--- src/rtl/ifio_stage_fifo.sv ---
// ifio_stage_fifo: elastic buffer between the autoinst_iface270_sub producer and
// the ifio consumer stage. It has a valid/ready handshake on both sides, reports
// occupancy, and keeps a high-water mark used to size the buffer.
//
// Handshake rules:
// - The head word comes straight from storage at the read pointer. A pushed word
//   becomes visible one cycle after it is accepted, and there is no
//   combinational path from the input side to the output side.
// - in_ready depends only on registered occupancy. A full buffer refuses a push
//   even when a pop happens in the same cycle; this keeps the ready path short.
module ifio_stage_fifo #(
    parameter int WIDTH      = 32,
    parameter int DEPTH_LOG2 = 2
) (
    input  logic                  clk,
    input  logic                  rst,
    input  logic                  flush,
    input  logic                  in_valid,
    output logic                  in_ready,
    input  logic [WIDTH-1:0]      in_data,
    output logic                  out_valid,
    input  logic                  out_ready,
    output logic [WIDTH-1:0]      out_data,
    output logic [DEPTH_LOG2:0]   count,
    output logic [DEPTH_LOG2:0]   hwm,
    output logic                  full,
    output logic                  empty
);

    localparam int DEPTH = 1 << DEPTH_LOG2;
    localparam int CNT_W = DEPTH_LOG2 + 1;
    // Pointers keep at least one bit so that a single-entry buffer still has a
    // legal index. The wrap test below keeps them inside 0..DEPTH-1.
    localparam int PTR_W = (DEPTH_LOG2 > 0) ? DEPTH_LOG2 : 1;

    localparam logic [CNT_W-1:0] DEPTH_CNT = CNT_W'(DEPTH);
    localparam logic [PTR_W-1:0] LAST_PTR  = PTR_W'(DEPTH - 1);

    // Advance a pointer modulo DEPTH. For power-of-two depths this is the
    // natural wrap; the explicit compare also covers DEPTH == 1.
    function automatic logic [PTR_W-1:0] ptr_inc(input logic [PTR_W-1:0] p);
        return (p == LAST_PTR) ? '0 : p + PTR_W'(1);
    endfunction

    // Pick the larger of two occupancy values; the high-water mark uses this.
    function automatic logic [CNT_W-1:0] cnt_max(input logic [CNT_W-1:0] a,
                                                 input logic [CNT_W-1:0] b);
        return (a > b) ? a : b;
    endfunction

    logic [WIDTH-1:0] mem_q [DEPTH];

    logic [PTR_W-1:0] wr_ptr_q, wr_ptr_d;
    logic [PTR_W-1:0] rd_ptr_q, rd_ptr_d;
    logic [CNT_W-1:0] count_q,  count_d;
    logic [CNT_W-1:0] hwm_q,    hwm_d;

    logic full_w;
    logic empty_w;
    logic push;
    logic pop;

    assign full_w  = (count_q == DEPTH_CNT);
    assign empty_w = (count_q == '0);

    // Handshakes are qualified only by registered occupancy. On an empty buffer
    // out_valid is low, so out_ready has no effect.
    assign push = in_valid & ~full_w;
    assign pop  = ~empty_w & out_ready;

    // Next-state logic for the pointers, the occupancy and the high-water mark.
    // Flush discards the contents and any transfer in the same cycle. It clears
    // count to zero, so the max() leaves the high-water mark unchanged.
    always_comb begin
        wr_ptr_d = wr_ptr_q;
        rd_ptr_d = rd_ptr_q;
        count_d  = count_q;
        if (flush) begin
            wr_ptr_d = '0;
            rd_ptr_d = '0;
            count_d  = '0;
        end else begin
            if (push) begin
                wr_ptr_d = ptr_inc(wr_ptr_q);
            end
            if (pop) begin
                rd_ptr_d = ptr_inc(rd_ptr_q);
            end
            unique case ({push, pop})
                2'b10:   count_d = count_q + CNT_W'(1);
                2'b01:   count_d = count_q - CNT_W'(1);
                default: count_d = count_q;
            endcase
        end
        hwm_d = cnt_max(hwm_q, count_d);
    end

    // Control state register. Reset has priority over flush and also clears
    // the high-water mark.
    always_ff @(posedge clk) begin
        if (rst) begin
            wr_ptr_q <= '0;
            rd_ptr_q <= '0;
            count_q  <= '0;
            hwm_q    <= '0;
        end else begin
            wr_ptr_q <= wr_ptr_d;
            rd_ptr_q <= rd_ptr_d;
            count_q  <= count_d;
            hwm_q    <= hwm_d;
        end
    end

    // Word storage is not reset. A word written in a cycle that also flushes
    // or resets is harmless, because the pointers move away from it.
    always_ff @(posedge clk) begin
        if (push) begin
            mem_q[wr_ptr_q] <= in_data;
        end
    end

    assign in_ready  = ~full_w;
    assign out_valid = ~empty_w;
    assign out_data  = mem_q[rd_ptr_q];
    assign count     = count_q;
    assign hwm       = hwm_q;
    assign full      = full_w;
    assign empty     = empty_w;

endmodule

--- config.mk ---
export PLATFORM = sky130hd
export DESIGN_NAME = ifio_stage_fifo
export DESIGN_NICKNAME = d
export VERILOG_FILES = /design/src/rtl/ifio_stage_fifo.sv
export SDC_FILE = /design/constraint.sdc
export NUM_CORES = 1
export LEC_CHECK = 0
export CORE_ASPECT_RATIO = 0.75
export CORE_MARGIN = 4
export CORE_UTILIZATION = 50
export DETAILED_ROUTE_END_ITERATION = 10
export HOLD_SLACK_MARGIN = 0.08
export PLACE_DENSITY_LB_ADDON = 0.08
export SLEW_MARGIN = 20
export SYNTH_ARGS = -nofsm -noshare
export SYNTH_HDL_FRONTEND = slang
export SYNTH_SLANG_ARGS = --single-unit
--- constraint.sdc ---
create_clock -name clk -period 9.55 [get_ports clk]
set_input_delay 2.865 -clock clk [delete_from_list [all_inputs] [get_ports clk]]
set_output_delay 2.865 -clock clk [all_outputs]
set_load 0.05 [all_outputs]
==> impl_metrics.yaml, run 1 <==
run_status:
  status: "finished clean"
pwr:
  power_density_nw_per_um2: 217
  p_seq_frac: 0.467
  power_frac_clock: 0.446
  p_int_mw: 1.13
  switching_share: 0.236
  switchingPower_mw: 0.349
  leakage_nw: 2.25
  ir_drop_v: 0.000112
  combPwrFrac: 0.087
clock_network:
  clk-insertion-delay-late_ps: 410
  cts_sinks: 140
  postCtsSetupBuffers: 0
  cts-root-buf: "clkbuf_16"
  cts-resized-gates: 0
  cts.clk_slew.worst_paths_ps: 60
  numCtsBuffers: 17
  ctsLongestPathBuffers: 2
  cts_tree: "yes"
  ctsHoldBuffers: 0
  h-tree-depth: 4
routing:
  vias: 2570
  ant_nets: 0
  wl_per_cell_um: 19.2
  drt_iter0_markers: 173
  route.detailed.drc: 0
  finalWirelength_um: 9200
  drtPass1Iterations: 4
  avgViaCountPerCell: 5.38
layout:
  final_layout_size_suffix_gt1_frac: 0.231
  n_antenna_cell: 0
  syn_to_final_growth_pct: 28.6
  fillCellCount: 723
  fin_util: 0.660
  nets: 376
sta:
  fin_ws_ps: 3690
  min_period_ps: 5860
  max_slew_margin: 0.411
  fin_crit_sh: 0.614
  fmax_ghz: 0.171
  tightest_slew_ps: 883
  final_max_slew_viol_count: 0
  fin_tns_setup_ps: 0
  setup_viol: 0
  finalClockSkew_ps: 7.89
  final_hold_viol_count: 0
  grt_setup_unrepaired: "no"
placed_design:
  preCtsSetupSlack_ps: 3260
  dp_hpwl_um: 5480
  io_buffer_count: 78
  gp_congestion: 0.707
worst_setup_path:
  crit_type: "primary input to flip-flop"
  cp_max_fo: 6
  cp.arrival_ps: 6190
  worst_path_max_delay_cell: "or4b_2"
  slowest_delay_ps: 640
  critPathLaunch: "in_valid"
  worstReg2RegStart: "count[0]"
  cp_common_cell: "ha_1"
  critPathLaunchType: "primary input"
  cp.required_ps: 9870
  worstPathCellList: "clkdlybuf4s50_1 -> and2_4 -> clkinv_4 -> ha_1 -> fa_1 -> xnor2_1 -> or3_1 -> a21o_1 -> ha_1 -> nand3_1 -> o21ai_0 -> or4b_2 -> o31ai_1"
  crit_path_end_kind: "flip-flop"
  crit_family: "simple AND/OR/NAND/NOR gates"
  crit_buf_inv: 2
global_routing:
  gr-total-overflow: 0
  grt_pass1_vias: 2782
  grt_start_max_net_pins: 33
  grt_usage: 0.163
  antenna_found_initial: 0
  grt_first_pass_wirelength_um: 14800
yosys:
  ys_ff_latch: 140
  synth_top_area_frac: 0.725
  syn_inst: 241
  synth_fp_nets: 288
  async_flop_share: 0
  synth_ff_type: "edfxtp_1"
  ys_seq_area_frac: 0.771
  yosysWarningCount: 0
  synth_area_um2: 5300
  syn_area_per_cell_um2: 22.0
  synth_edf_count: 128
  synth.distinct_cells: 34
  synth_area_leaders: "edfxtp_1 73%, mux4_2 14%, dfxtp_1 4.5%"
  yosys.area.top_type: "edfxtp_1"
floorplanning:
  dieArea_um2: 12300
  chipHeight_um: 97.2
  initial_core_util: 0.513
  core_area_um2: 10300
  ioPinCount: 79
  die-width_um: 127
  row_count: 32
hold_path:
  holdCritStartpoint: "rd_ptr_q[0]"
  hold_class: "flip-flop to flip-flop"
run:
  maxCapViolCount: 0
==> area by class of cell <==
class	count	area, um2	share of cell area
clock buffer	17	425	0.0624
clock inverter	15	178	0.0261
inverter	8	35.0	0.00514
multi-input combinational	83	1130	0.166
sequential	140	4090	0.600
tap	136	170	0.0250
timing repair buffer	79	788	0.116
==> sequential cells by signal (all words and copies together) (netlist names), named ones only <==
signal / cells
mem_q: 128
hwm: 3
count: 3
rd_ptr_q: 2
wr_ptr_q: 2
==> synth_stat cells (all sizes together), types with 2 or more instances <==
library cell  count
a211oi            3
a21oi             2
and3              4
buf               6
clkbuf            4
dfxtp            12
edfxtp          128
ha                9
inv               7
mux2i             3
mux4             32
nand2             3
nor2              4
nor3              3
o21ai             3
or3               5
or3b              2
==> worst paths after layout <==
path	cells past startpoint	to	slack, ps
worst min-delay path	2	flip-flop	510
worst max register to register	13	hwm[2]	5820
worst min register to register	2	flip-flop	510
worst max-delay path	13	hwm[2]	3690
==> cells by family (layout without fill, tap and decap cells) <==
| kind of cell | after synthesis | count (layout) | synth area share |
|---|---|---|---|
| buffers and inverters | 18 | 119 | 0.0161 |
| adders and majority gates | 10 | 10 | 0.0250 |
| and+or+nand+nor | 25 | 25 | 0.0290 |
| muxes | 35 | 35 | 0.142 |
| xor gates and xnor gates | 2 | 2 | 0.00331 |
| DFF | 140 | 140 | 0.771 |
| AOI/OAI and AO/OA | 11 | 11 | 0.0142 |
==> metal layers <==
metal  share of wire  vias to the layer above  global-route usage
met3           0.056                       11              0.0599
met4           0.012                        0              0.0618
met1            0.45                     1326               0.223
met5               0                        -                   0
li1                -                     1169                   -
met2            0.48                       64               0.239
==> power by group through the flow <==
stage,clock network [mW],logic [mW],registers (mW)
after floorplan,0,0.0755,0.706
after CTS,0.672,0.130,0.691
after detailed placement,0,0.130,0.704
after global routing,0.705,0.137,0.692
final,0.659,0.129,0.691
after global placement,0,0.129,0.703
==> through the flow <==
stage / hold slack [ps] / cell area (um2) / std cells / power [mW]
2_1_floorplan: 472 / 5300 / 241 / 0.781
3_3_place_gp: 493 / 6210 / 446 / 0.832
3_5_place_dp: 498 / 6210 / 446 / 0.834
4_1_cts: 511 / 6810 / 478 / 1.49
5_1_grt: 555 / 6810 / 478 / 1.53
6_report: 506 / 6810 / 478 / 1.48
==> worst reg2reg max path, delay by kind of cell, from the launching register on <==
family / cells / cell delay [ps]
DFF: 1 / 360
xor gates and xnor gates: 1 / 150
AOI/OAI and AO/OA: 3 / 490
buffers and inverters: 1 / 60
and+or+nand+nor: 5 / 1690
adders and majority gates: 3 / 910
==> layout by cell type (no fill, tap or decap), types with 2 or more instances in the layout <==
cell type | Yosys | routed
mux2i_1 | 3 | 3
and3_2 | 4 | 4
inv_8 | 0 | 3
ha_1 | 9 | 9
nand2_1 | 2 | 2
nor2_1 | 4 | 4
edfxtp_1 | 128 | 128
clkbuf_16 | 0 | 17
clkdlybuf4s50_1 | 0 | 78
clkinv_4 | 1 | 3
dfxtp_1 | 12 | 10
o21ai_0 | 3 | 3
inv_6 | 0 | 5
or3_1 | 4 | 4
bufinv_16 | 0 | 2
inv_1 | 7 | 7
nor3_1 | 3 | 3
mux4_2 | 32 | 32
dfxtp_2 | 0 | 2
a21oi_1 | 2 | 2
clkinvlp_4 | 0 | 3
a211oi_1 | 2 | 2
Power figures use the tool's default switching activity.
==> run 2: changes to the inputs <==
- CORE_UTILIZATION: 50 -> 48
- clock period: 9.55 -> 5.2 ns (I/O delays scaled with it)
==> run 2 against run 1 <==
  * Cell area grew 1.3%
  * Critical endpoint unchanged
  * Sequential power increased by 84%
  * Routed wire length increased by 2.9%
  * Worst hold slack gained 10 ps
  * Via count shrank 1.8%
  * Combinational power rose by 84%
  * Global-route usage shrank 0.17 points
==> impl_metrics.yaml, run 2 (synthesis gave the netlist of run 1 again) <==
run_status:
  status: "finished clean"
sta:
  final_max_slew_viol_count: 0
  min_period_ps: 4580
  fin_ws_ps: 623
  fin_tns_setup_ps: 0
  setup_viol: 0
  tightest_slew_ps: 894
  finalClockSkew_ps: 8.81
  final_hold_viol_count: 0
  fmax_ghz: 0.218
  worst_hold_slack_ps: 516
  fin_crit_sh: 0.880
  max_slew_margin: 0.404
  grt_setup_unrepaired: "no"
routing:
  wl_per_cell_um: 19.8
  vias: 2523
  drt_iter0_markers: 168
  avgViaCountPerCell: 5.28
  finalWirelength_um: 9470
  route.detailed.drc: 0
  drtPass1Iterations: 4
  ant_nets: 0
clock_network:
  cts.clk_slew.worst_paths_ps: 60
  cts-root-buf: "clkbuf_16"
  h-tree-depth: 4
  postCtsSetupBuffers: 0
  ctsLongestPathBuffers: 2
  cts-resized-gates: 0
  cts_tree: "yes"
  ctsHoldBuffers: 0
  numCtsBuffers: 17
  clk-insertion-delay-late_ps: 410
  cts_sinks: 140
floorplanning:
  chipHeight_um: 99.0
  core_area_um2: 10500
  ioPinCount: 79
  dieArea_um2: 12800
  row_count: 32
  initial_core_util: 0.503
  die-width_um: 129
worst_setup_path:
  cp.arrival_ps: 4900
  critPathLaunchType: "primary input"
  worstReg2RegStart: "count[2]"
  cp_max_fo: 6
  cp.required_ps: 5520
  worstPathCellList: "clkdlybuf4s50_1 -> and2_4 -> clkinv_4 -> ha_1 -> fa_1 -> xnor2_1 -> or3_1 -> a21o_1 -> ha_1 -> nand3_1 -> o21ai_0 -> or4b_2 -> o31ai_1"
  worst_path_max_delay_cell: "or4b_2"
  cp_common_cell: "ha_1"
  crit_type: "primary input to flip-flop"
  slowest_delay_ps: 650
  crit_path_end_kind: "flip-flop"
  critPathLaunch: "in_valid"
layout:
  most-common-layout-cells: "128 x edfxtp_1, 78 x clkdlybuf4s50_1, 32 x mux4_2"
  fin_util: 0.655
  syn_to_final_growth_pct: 30.2
  n_antenna_cell: 0
  top_register: "mem_q"
  largest_reg_flops: 128
  nets: 376
  final_layout_size_suffix_gt1_frac: 0.219
  layout_commonest_cell: "edfxtp_1"
hold_path:
  holdCritStartpoint: "rd_ptr_q[0]"
  hold_class: "flip-flop to flip-flop"
global_routing:
  antenna_found_initial: 0
  grt_usage: 0.161
  grt.busiest_layer: "met2"
  grt_first_pass_wirelength_um: 15000
  grt_util_met3: 0.0553
  gr-total-overflow: 0
  grt_start_max_net_pins: 33
  grt_pass1_vias: 2722
  gr-usage-met1: 0.223
  grt_use_met2: 0.239
placed_design:
  gp_congestion: 0.749
  io_buffer_count: 78
  preCtsSetupSlack_ps: 181
  dp_hpwl_um: 5570
run:
  maxCapViolCount: 0
pwr:
  ir_drop_v: 0.000251
  leakage_nw: 2.28
  power_density_nw_per_um2: 418
run 2: power by group:
| part | total, mW | internal (mW) | switching [mW] |
|---|---|---|---|
| clock | 1.38 | 0.946 | 0.434 |
| combinational | 0.238 | 0.0947 | 0.144 |
| sequential | 1.27 | 1.26 | 0.0102 |
| total | 2.89 | 2.30 | 0.588 |
run 2: worst max-delay path, delay by kind of cell:
family	cells	cell delay, ps
AOI/OAI and AO/OA	3	490
xor gates and xnor gates	1	150
adders and majority gates	3	910
buffers and inverters	2	560
and+or+nand+nor	4	1220
run 2: path summary, 6_finish.rpt:
kind	to	slack [ps]	cells after the start
min	flip-flop	520	2
max	hwm[2]	620	13
max reg2reg	hwm[2]	1460	13
min reg2reg	flip-flop	520	2
run 2: cell type report:
type | count | area (um2)
repair buffers | 79 | 801
fillers | 719 | 3630
flip-flops and latches | 140 | 4090
clock buffers | 20 | 437
well taps | 136 | 170
inverters | 8 | 35.0
clock inverters | 12 | 243
multi-input cells | 83 | 1130
run 2: metrics by stage:
stage          total power [mW]  cell area [um2]  instances
2_1_floorplan              1.43             5300        241
3_5_place_dp               1.53             6220        446
6_report                   2.89             6900        478
4_1_cts                    2.92             6900        478
5_1_grt                    2.98             6900        478
3_3_place_gp               1.53             6220        446
run 2: metal layers:
metal	vias up	routed length, um
li1	1170	-
met1	1277	4360
met2	68	4500
met3	8	515
met4	0	89
met5	-	0
